### config.mk
export PLATFORM = sky130hd
export DESIGN_NAME = mem_copy_engine
export DESIGN_NICKNAME = d
export VERILOG_FILES = /design/src/rtl/mem_copy_engine.sv
export SDC_FILE = /design/constraint.sdc
export NUM_CORES = 1
export LEC_CHECK = 0
export BUFFER_PORTS_ARGS = -buffer_cell sky130_fd_sc_hd__buf_2
export CORE_ASPECT_RATIO = 0.75
export CORE_UTILIZATION = 51
export DETAILED_ROUTE_END_ITERATION = 6
export PLACE_DENSITY_LB_ADDON = 0.08
export SETUP_SLACK_MARGIN = 0.1
export SKIP_CTS_REPAIR_TIMING = 1
export SLEW_MARGIN = 20
export SYNTH_ARGS = -nofsm -noshare
export SYNTH_HDL_FRONTEND = slang
export SYNTH_SLANG_ARGS = --single-unit
### constraint.sdc
create_clock -name clk -period 3.55 [get_ports clk]
set_clock_uncertainty 0.2 [all_clocks]
set_input_delay 0.355 -clock clk [delete_from_list [all_inputs] [get_ports clk]]
set_output_delay 0.355 -clock clk [all_outputs]
set_load 0.005 [all_outputs]
### src/rtl/mem_copy_engine.sv
// mem_copy_engine: streaming word copy between two ports of a dual-port memory.
// Reads on port a, writes on port b, one word per cycle. Port-a read data is
// registered by the memory, so each write trails its read by one cycle.
//
//  state   | meaning
//  --------+-----------------------------------------------------------
//  S_IDLE  | cmd_ready high, waiting for a command
//  S_RUN   | issuing one read per cycle; writes start on the 2nd cycle
//  S_DRAIN | last read data returns, final write performed
//  S_DONE  | single-cycle done pulse
module mem_copy_engine #(
   parameter int N  = 24,
   parameter int AW = 20,
   parameter int LW = 20
) (
   input  logic          clk,
   input  logic          rst,
   input  logic          cmd_valid,
   output logic          cmd_ready,
   input  logic [AW-1:0] cmd_src,
   input  logic [AW-1:0] cmd_dst,
   input  logic [LW-1:0] cmd_len,
   output logic [AW-1:0] mem_address_a,
   output logic [N-1:0]  mem_data_a,
   output logic          mem_wren_a,
   input  logic [N-1:0]  mem_q_a,
   output logic [AW-1:0] mem_address_b,
   output logic [N-1:0]  mem_data_b,
   output logic          mem_wren_b,
   output logic          busy,
   output logic          done,
   output logic [LW-1:0] words_written
);

   typedef enum logic [1:0] {S_IDLE, S_RUN, S_DRAIN, S_DONE} state_t;

   state_t        state_q, state_d;
   logic [AW-1:0] rd_addr_q, rd_addr_d;
   logic [AW-1:0] wr_addr_q, wr_addr_d;
   logic [LW-1:0] remain_q, remain_d;
   logic          rvalid_q, rvalid_d;
   logic [LW-1:0] words_q, words_d;

   // State and datapath registers; async reset kills any write in flight.
   always_ff @(posedge clk or posedge rst) begin
      if (rst) begin
         state_q   <= S_IDLE;
         rd_addr_q <= '0;
         wr_addr_q <= '0;
         remain_q  <= '0;
         rvalid_q  <= 1'b0;
         words_q   <= '0;
      end else begin
         state_q   <= state_d;
         rd_addr_q <= rd_addr_d;
         wr_addr_q <= wr_addr_d;
         remain_q  <= remain_d;
         rvalid_q  <= rvalid_d;
         words_q   <= words_d;
      end
   end

   // Next-state logic: remain_q counts reads still to issue down to 1.
   always_comb begin
      state_d   = state_q;
      rd_addr_d = rd_addr_q;
      wr_addr_d = wr_addr_q;
      remain_d  = remain_q;
      rvalid_d  = 1'b0;
      words_d   = words_q;

      if (rvalid_q) begin
         wr_addr_d = wr_addr_q + AW'(1);
         words_d   = words_q + LW'(1);
      end

      case (state_q)
         S_IDLE: begin
            if (cmd_valid) begin
               rd_addr_d = cmd_src;
               wr_addr_d = cmd_dst;
               remain_d  = cmd_len;
               words_d   = '0;
               state_d   = (cmd_len != '0) ? S_RUN : S_DONE;
            end
         end
         S_RUN: begin
            rvalid_d  = 1'b1;
            rd_addr_d = rd_addr_q + AW'(1);
            remain_d  = remain_q - LW'(1);
            if (remain_q == LW'(1)) state_d = S_DRAIN;
         end
         S_DRAIN: state_d = S_DONE;
         S_DONE:  state_d = S_IDLE;
         default: state_d = S_IDLE;
      endcase
   end

   // Write port follows the read-valid register directly so it drops on reset.
   always_comb begin
      mem_address_a = rd_addr_q;
      mem_data_a    = '0;
      mem_wren_a    = 1'b0;
      mem_address_b = wr_addr_q;
      mem_wren_b    = rvalid_q;
      mem_data_b    = rvalid_q ? mem_q_a : '0;
      cmd_ready     = (state_q == S_IDLE);
      busy          = (state_q != S_IDLE);
      done          = (state_q == S_DONE);
      words_written = words_q;
   end

endmodule

; ---- Word level (Yosys, flattened, before mapping)
; Index checks and enable logic that the tools add are counted.
[word_totals]
register_bits = 83
word_cells = 38
[op_classes]
add_sub_neg = 4
eq_ne = 6
muxes = 16
n_reduce_logical = 6
[op_table]
columns = cell, count
row1 = $mux 20, 8
row2 = $pmux 20 s2, 2
row3 = $add 20x1->20 const B, 3
row4 = $mux 24, 1
row5 = $eq 20x1->1 const B, 1
row6 = $reduce_bool 20->1, 1
row7 = $sub 20x1->20 const B, 1
row8 = $pmux 2 s4, 1
row9 = $mux 2, 3
row10 = $eq 2x2->1 const B, 2
row11 = $ne 2x2->1 const B, 2
row12 = $reduce_and 2->1, 2
row13 = $reduce_bool 2->1, 2
row14 = $eq 2x1->1 const B, 1
row15 = $logic_not 2->1, 1
row16 = $mux 1, 1

; ---- Logic depth before layout (Yosys ltp)
; Gate-level depths: netlist (run 1).
[depth]
ltp_word = 4
depth_mapped = 9
mapped_depth_nobuf = 6

; ---- Worst setup path after synthesis (run 1)
; No wires, ideal clock.
[synth_timing]
path_type = register to register
start = reg state_q[0]
end = reg words_q[10] (netlist: words_written[10])
setup_time_ns = 0.132
arrival_ns = 2.012
t_required_ns = 3.218
slack_ns = 1.206
path_stages_with_launch = 10
path_buffers = 5
period_less_slack_ns = 2.344
path_cell_list = dfrtp_1 -> inv_1 -> ha_1 -> buf_2 -> and2_1 -> clkbuf_1 -> clkbuf_1 -> clkbuf_1 -> clkbuf_1 -> nor2_1
[synth_between]
elab_chain_cells = 2
[synth_lines]
columns = item, line_no
row1 = "start, declared", 37  ; state_t state_q, state_d;
row2 = "start signal, assigned", 54  ; state_q <= state_d;
row3 = $logic_not 2->1, -
row4 = named net cmd_ready, 19  ; output logic cmd_ready,
row5 = $mux 20, 77  ; case (state_q)
row6 = named net words_d[10], 42  ; logic [LW-1:0] words_q, words_d;
row7 = "end signal, assigned", 59  ; words_q <= words_d;
row8 = "end, declared", 42
; The timed path passes the listed nets, and every way through them passes these cells.
; A chain may end at the register's enable or synchronous reset.

; ---- Final worst setup path (run 1)
[layout_timing]
start = reg state_q[1]
end = reg rd_addr_q[14] (netlist: mem_address_a[14])
[layout_between]
elab_chain_cells = 3
[layout_lines]
columns = item, line_no
row1 = $eq 2x1->1 / $logic_not 2->1 (equally long branches), 77
row2 = $reduce_bool 2->1 (no line) / $ne 2x2->1 (equally long branches), -
row3 = $reduce_and 2->1 (no line), -
row4 = "end signal, assigned", 55  ; rd_addr_q <= rd_addr_d;
row5 = "end, declared", 38  ; logic [AW-1:0] rd_addr_q, rd_addr_d;
; Parallel ways exist; a longest one is shown, timed or not.

==> results.yml, run 1 <==
synthesis:
  synthCells: 644
  synth_warnings: 0
  netlist_area_sq_um: 5450
  synth.mux.area_fraction_pct: 4.18
  synth_common_cells: "dfrtp_1, nand2_1, a21oi_1, nor2_1"
  synth_compound_area_share_pct: 18.2
  syn_area_per_cell_sq_um: 8.47
  async_flop_share_pct: 100
  synth_xor_area_share_pct: 3.69
  ys_types: 63
  synth_most_common_cell: "dfrtp_1"
  synth-simple-area-share_pct: 25.7
  synth_edf_count: 0
  yosys.area.top_type: "dfrtp_1"
  synth_top_area_share_pct: 38.1
  synth-seq-cells: 83
  synthTopCellsByArea: "dfrtp_1, a21oi_1, nand2_1"
  synth_adder_area_share_pct: 2.07
  synth_top_family_by_area: "simple AND/OR/NAND/NOR gates"
  ys_seq_area_share_pct: 38.1
  ys.flop_type: "dfrtp_1"
global_route:
  antenna_found_initial: 0
  grt_pass1_vias: 5129
  grt_overflow: 0
  grt_pass1_wl_um: 25400
  grt_util_all_layers_pct: 28.5
  grt_max_degree: 49
routing:
  drt_iter0_drc: 484
  totalWireLength_um: 15400
  dr.pass1.iters: 5
  drc_errors: 0
  detail_route.wl_per_cell_um: 16.4
  vias: 5504
  vias_per_cell: 5.88
  antenna_left: 0
placement:
  portBuffers: 174
  hpwl_um: 11000
  place_ws_ns: 0.860
  gp_congestion: 0.825
  placed_area_sq_um: 6310
sta:
  fin_crit_sh_pct: 76.0
  drv_slew: 0
  finalSetupTns_ns: 0
  post-route-min-period_ns: 2.70
  max_freq_ghz: 0.371
  setup_violations: 0
  slew_headroom_pct: 30.2
  setup_ws_ns: 0.852
  rsz0062_at_grt: "no"
  whs_ns: 0.0180
  worstMarginPinSlew_ns: 1.05
  hold_viol: 0
worst_setup_path:
  crit_fanout: 27
  crit_chain: "inv_1 -> ha_1 -> nand2b_1 -> nand3_1 -> nor3_1 -> nor4_1"
  cp-end-kind: "register"
  crit_path_top_delay_cell: "nand2b_1"
  rr_endpoint: "mem_address_a[14]"
  slowest_delay_ns: 0.71
  cp-start-kind: "register"
  cp_top_family: "simple AND/OR/NAND/NOR gates"
  worstSetupPathType: "reg -> reg"
  critPathBufInv: 1
  rr_startpoint: "state_q[1]"
  reg2reg_slack_ns: 0.85
  worst-r2r-cell-count: 6
  arrival_ns: 2.74
  cp_data_required_time_ns: 3.59
floorplan:
  num_rows: 32
  core-area_sq_um: 10300
  io_pins: 200
  dieArea_sq_um: 11100
  die_w_um: 121
  initial_core_util_pct: 52.8
  die_h_um: 91.5
clock_network:
  clockBufferDepth: 2
  htree_levels: 3
  cts_buffers: 9
  cts_sinks: 83
  clock_latency_ns: 0.34
  cts_tree: "yes"
  clkTransAtPathRegs_ns: 0.06
  clockRootBuffer: "clkbuf_16"
min_path:
  hold_path.class: "in -> reg"
  hold_start: "cmd_dst[8]"
  holdPathEnd: "mem_address_b[8]"
  min_path_cells: 3
run_status:
  status: "finished clean"
final_layout:
  area_growth_pct: 21.8
  nets: 891
  postLayoutCellArea_sq_um: 6640
  drive_above_1_share_pct: 27.1
  num_antenna_cells: 0
power_and_ir_drop:
  intPower_w: 0.00303
  powerDensity_nw_per_um2: 810
  finalPower_w: 0.00538
  ir_worst_vdd_v: 0.000412
  netSwitchingFraction_pct: 43.7
  power.leakage_nw: 3.04
  comb_power_share_pct: 46.7
  p_clk_share_pct: 18.8
  p_switching_w: 0.00235
  seqPwrFrac_pct: 34.5
run:
  max_cap_violations: 0
==> layout by cell type, fill, tap and decap left out, types with 8 or more instances in the layout <==
| cell | Yosys | final |
|---|---|---|
| xor2_1 | 8 | 8 |
| nand4_1 | 18 | 18 |
| o21ai_0 | 36 | 36 |
| nand3_1 | 32 | 32 |
| a21oi_1 | 42 | 42 |
| clkbuf_16 | 0 | 9 |
| mux2i_1 | 16 | 16 |
| nor3_1 | 20 | 20 |
| o22ai_1 | 17 | 17 |
| inv_1 | 19 | 18 |
| or3_1 | 11 | 11 |
| xnor2_1 | 15 | 15 |
| a31oi_1 | 11 | 11 |
| nor2_1 | 41 | 41 |
| or4_1 | 10 | 10 |
| ha_1 | 9 | 8 |
| buf_4 | 25 | 11 |
| o22a_1 | 10 | 10 |
| buf_2 | 4 | 174 |
| nand2_1 | 51 | 51 |
| and3_1 | 8 | 8 |
| conb_1 | 1 | 25 |
| dfrtp_1 | 83 | 83 |
| nor4_1 | 15 | 15 |
| and2_1 | 26 | 25 |
==> worst register-to-register path, stage by stage (launching register included) <==
cell and delay, ns:
dfrtp_1 0.41, inv_1 0.12, ha_1 0.56, nand2b_1 0.71
nand3_1 0.30, nor3_1 0.07, nor4_1 0.25
==> registers in the layout (all words and copies together) (netlist names) <==
signal and cells:
remain_q 20, state_q 2, words_written 20, mem_wren_b 1, mem_address_a 20, mem_address_b 20
==> area by class of cell <==
type                            count  area (sq um)
Sequential cell                    83          2080
Clock buffer                       10           229
Inverter                           20          76.3
Tap cell                          136           170
Clock inverter                      6          90.1
Multi-Input combinational cell    495          3030
Timing Repair Buffer              186           963
Fill cell                         873          3690
==> cells by family (layout without fill, tap and decap cells) <==
| logic type | after synthesis | after routing |
|---|---|---|
| AO/OA/AOI/OAI | 156 | 156 |
| XOR/XNOR | 23 | 23 |
| AND/OR/NAND/NOR | 260 | 260 |
| flip-flops | 83 | 83 |
| adder cells (fa/ha/maj) | 9 | 9 |
| multiplexers | 22 | 22 |
| other | 1 | 25 |
| buffers and inverters | 90 | 222 |
==> power by group through the flow <==
stage	registers [W]	logic, W	clock network (W)
after global placement	0.00182	0.00241	0
after global routing	0.00192	0.00283	0.00106
after detailed placement	0.00184	0.00250	0
after floorplan	0.00172	0.00178	0
after CTS	0.00183	0.00251	0.00102
final	0.00185	0.00251	0.00101
==> metal layers <==
metal / wire [um] / GRT usage (%)
met2: 6970 / 43.4
met3: 1040 / 5.28
met1: 7040 / 40.8
met5: 0 / 0
met4: 300 / 8.85
==> worst max path at each step <==
stage	startpoint	slack [ns]	to	depth (start not counted)
2_1_floorplan	rst	0.86	mem_address_a[0]	1
3_3_place_gp	state_q[1]	0.98	mem_address_a[14]	6
5_1_grt	state_q[1]	0.57	mem_address_a[14]	6
4_1_cts	state_q[1]	0.83	busy	4
6_report	state_q[1]	0.85	mem_address_a[14]	6
3_5_place_dp	state_q[1]	0.86	mem_address_a[14]	6
==> stage by stage <==
stage,cells,utilization (%)
floorplan,668,-
global placement,919,61.1
detailed placement,919,61.1
CTS,935,64.2
global route,936,64.3
finish,936,64.3
No activity file was read; power rests on OpenSTA's default activity.
==> run 2: changes to the inputs <==
- CORE_UTILIZATION: 51 -> 46
- clock period: 3.55 -> 2.21 ns (I/O delays scaled with it)
==> run 2 against run 1 <==
Utilization shrank 0.82 points. Largest power group unchanged. Cell count grew 9.9%. Non-clock buffer count grew 65. Register-to-register slack lost 0.74 ns. The flow now finishes with violations (negative hold slack). Global-route usage shrank 3.0 points. First-iteration DRC count shrank 23%. Critical path depth is the same. Largest cell class unchanged. Clock power grew 63%. Wire length grew 5.3%. Critical path type unchanged. Via count grew 3.7%.
==> results.yml, run 2 (synthesis gave the netlist of run 1 again) <==
power_and_ir_drop:
  powerDensity_nw_per_um2: 1260
  ir_worst_vdd_v: 0.000660
  power.leakage_nw: 3.37
routing:
  antenna_left: 0
  totalWireLength_um: 16200
  detail_route.wl_per_cell_um: 15.7
  drt_iter0_drc: 372
  vias: 5707
  drc_errors: 0
  dr.pass1.iters: 5
  vias_per_cell: 5.55
worst_setup_path:
  worstSetupPathType: "reg -> reg"
  crit_fanout: 4
  cp_data_required_time_ns: 2.24
  slowest_delay_ns: 0.73
  cp-start-kind: "register"
  crit_chain: "nand4_1 -> buf_4 -> or4_2 -> buf_4 -> xnor2_1 -> nor2_1"
  crit_top_cell: "buf_4"
  arrival_ns: 2.13
  crit_path_top_delay_cell: "or4_2"
  cp-end-kind: "register"
sta:
  max_freq_ghz: 0.476
  drv_slew: 0
  post-route-min-period_ns: 2.10
  finalSetupTns_ns: 0
  setup_ws_ns: 0.111
  fin_crit_sh_pct: 95.0
  hold_viol: 5
  whs_ns: -0.0314
  setup_violations: 0
  rsz0062_at_grt: "yes"
final_layout:
  postLayoutCellArea_sq_um: 7340
  final_common_cell: "buf_2"
  drive_above_1_share_pct: 32.2
  area_growth_pct: 34.6
  fillCellCount: 1045
  utilization_pct: 63.5
  nets: 957
  layout_common_cells: "buf_2, dfrtp_1, nand2_1, buf_4"
floorplan:
  core-area_sq_um: 11600
  die_w_um: 128
  num_rows: 34
  die_h_um: 96.3
  initial_core_util_pct: 47.1
  dieArea_sq_um: 12300
  io_pins: 200
clock_network:
  cts_sinks: 83
  clock_latency_ns: 0.34
  clkTransAtPathRegs_ns: 0.07
  cts_buffers: 9
  htree_levels: 3
  clockBufferDepth: 2
  clockRootBuffer: "clkbuf_16"
  cts_tree: "yes"
global_route:
  grt_pass1_vias: 4960
  grt_util_all_layers_pct: 25.6
  grt_max_degree: 84
  grt_overflow: 0
  grt_pass1_wl_um: 24800
  antenna_found_initial: 1
run:
  max_cap_violations: 0
run_status:
  status: "finished, violations left"
  violations: "negative hold slack"
placement:
  placed_area_sq_um: 6640
  hpwl_um: 11400
  gp_congestion: 0.817
  portBuffers: 174
  place_ws_ns: 0.0501
min_path:
  hold_path.class: "in -> reg"
## run 2: cell types whose count changed in the layout (fill, tap and decap cells not counted), moves of 4 or more
cell,delta
dfrtp_1,-4
dfrtp_2,+4
buf_4,+40
dlygate4sd3_1,+19
buf_6,+4
## run 2: where the power goes
| group | internal [W] | leakage (nW) | switching, W |
|---|---|---|---|
| registers | 0.00214 | 0.991 | 0.000752 |
| logic | 0.00220 | 2.23 | 0.00253 |
| clock network | 0.000998 | 0.152 | 0.000654 |
## run 2: area by class of cell
| cell class | count | area, sq um | share of cell area, % |
|---|---|---|---|
| multi-input combinational | 496 | 3110 | 42.3 |
| sequential | 83 | 2080 | 28.4 |
| timing repair buffer | 251 | 1540 | 21.0 |
| clock buffer | 9 | 225 | 3.07 |
| tap | 162 | 203 | 2.76 |
| clock inverter | 7 | 101 | 1.38 |
| inverter | 20 | 80.1 | 1.09 |
| antenna | 1 | 2.50 | 0.0341 |
## run 2: final timing paths
check	from	cells past startpoint	slack, ns	endpoint
hold reg to reg	remain_q[1]	2	0.34	remain_q[1]
setup / recovery	words_written[5]	6	0.11	words_written[11]
hold / removal	cmd_dst[16]	3	-0.03	mem_address_b[16]
setup reg to reg	words_written[5]	6	0.11	words_written[11]
max in group asynchronous	rst	4	1.08	mem_wren_b
min in group asynchronous	rst	4	0.36	mem_address_a[2]
## run 2: worst max-delay path, delay by kind of cell, from the launching register on
family	cells	cell delay (ns)
and+or+nand+nor	3	0.95
buffers and inverters	2	0.36
DFF	1	0.35
xor gates and xnor gates	1	0.12
## run 2: per-stage QoR
step	hold slack, ns	std cells	power (W)
3_5_place_dp	0.196	981	0.00735
2_1_floorplan	0.138	668	0.00563
5_1_grt	0.00529	1029	0.00998
6_report	-0.0314	1029	0.00927
4_1_cts	-0.174	997	0.00903
3_3_place_gp	0.189	981	0.00718
## run 2: routing by layer
metal	vias to the layer above	part of all wire [%]	GRT usage, %
li1	2754	-	-
met1	2753	48	36.6
met2	187	46	39.0
met3	13	5.3	5.06
met4	0	0.93	7.94
met5	-	0	0
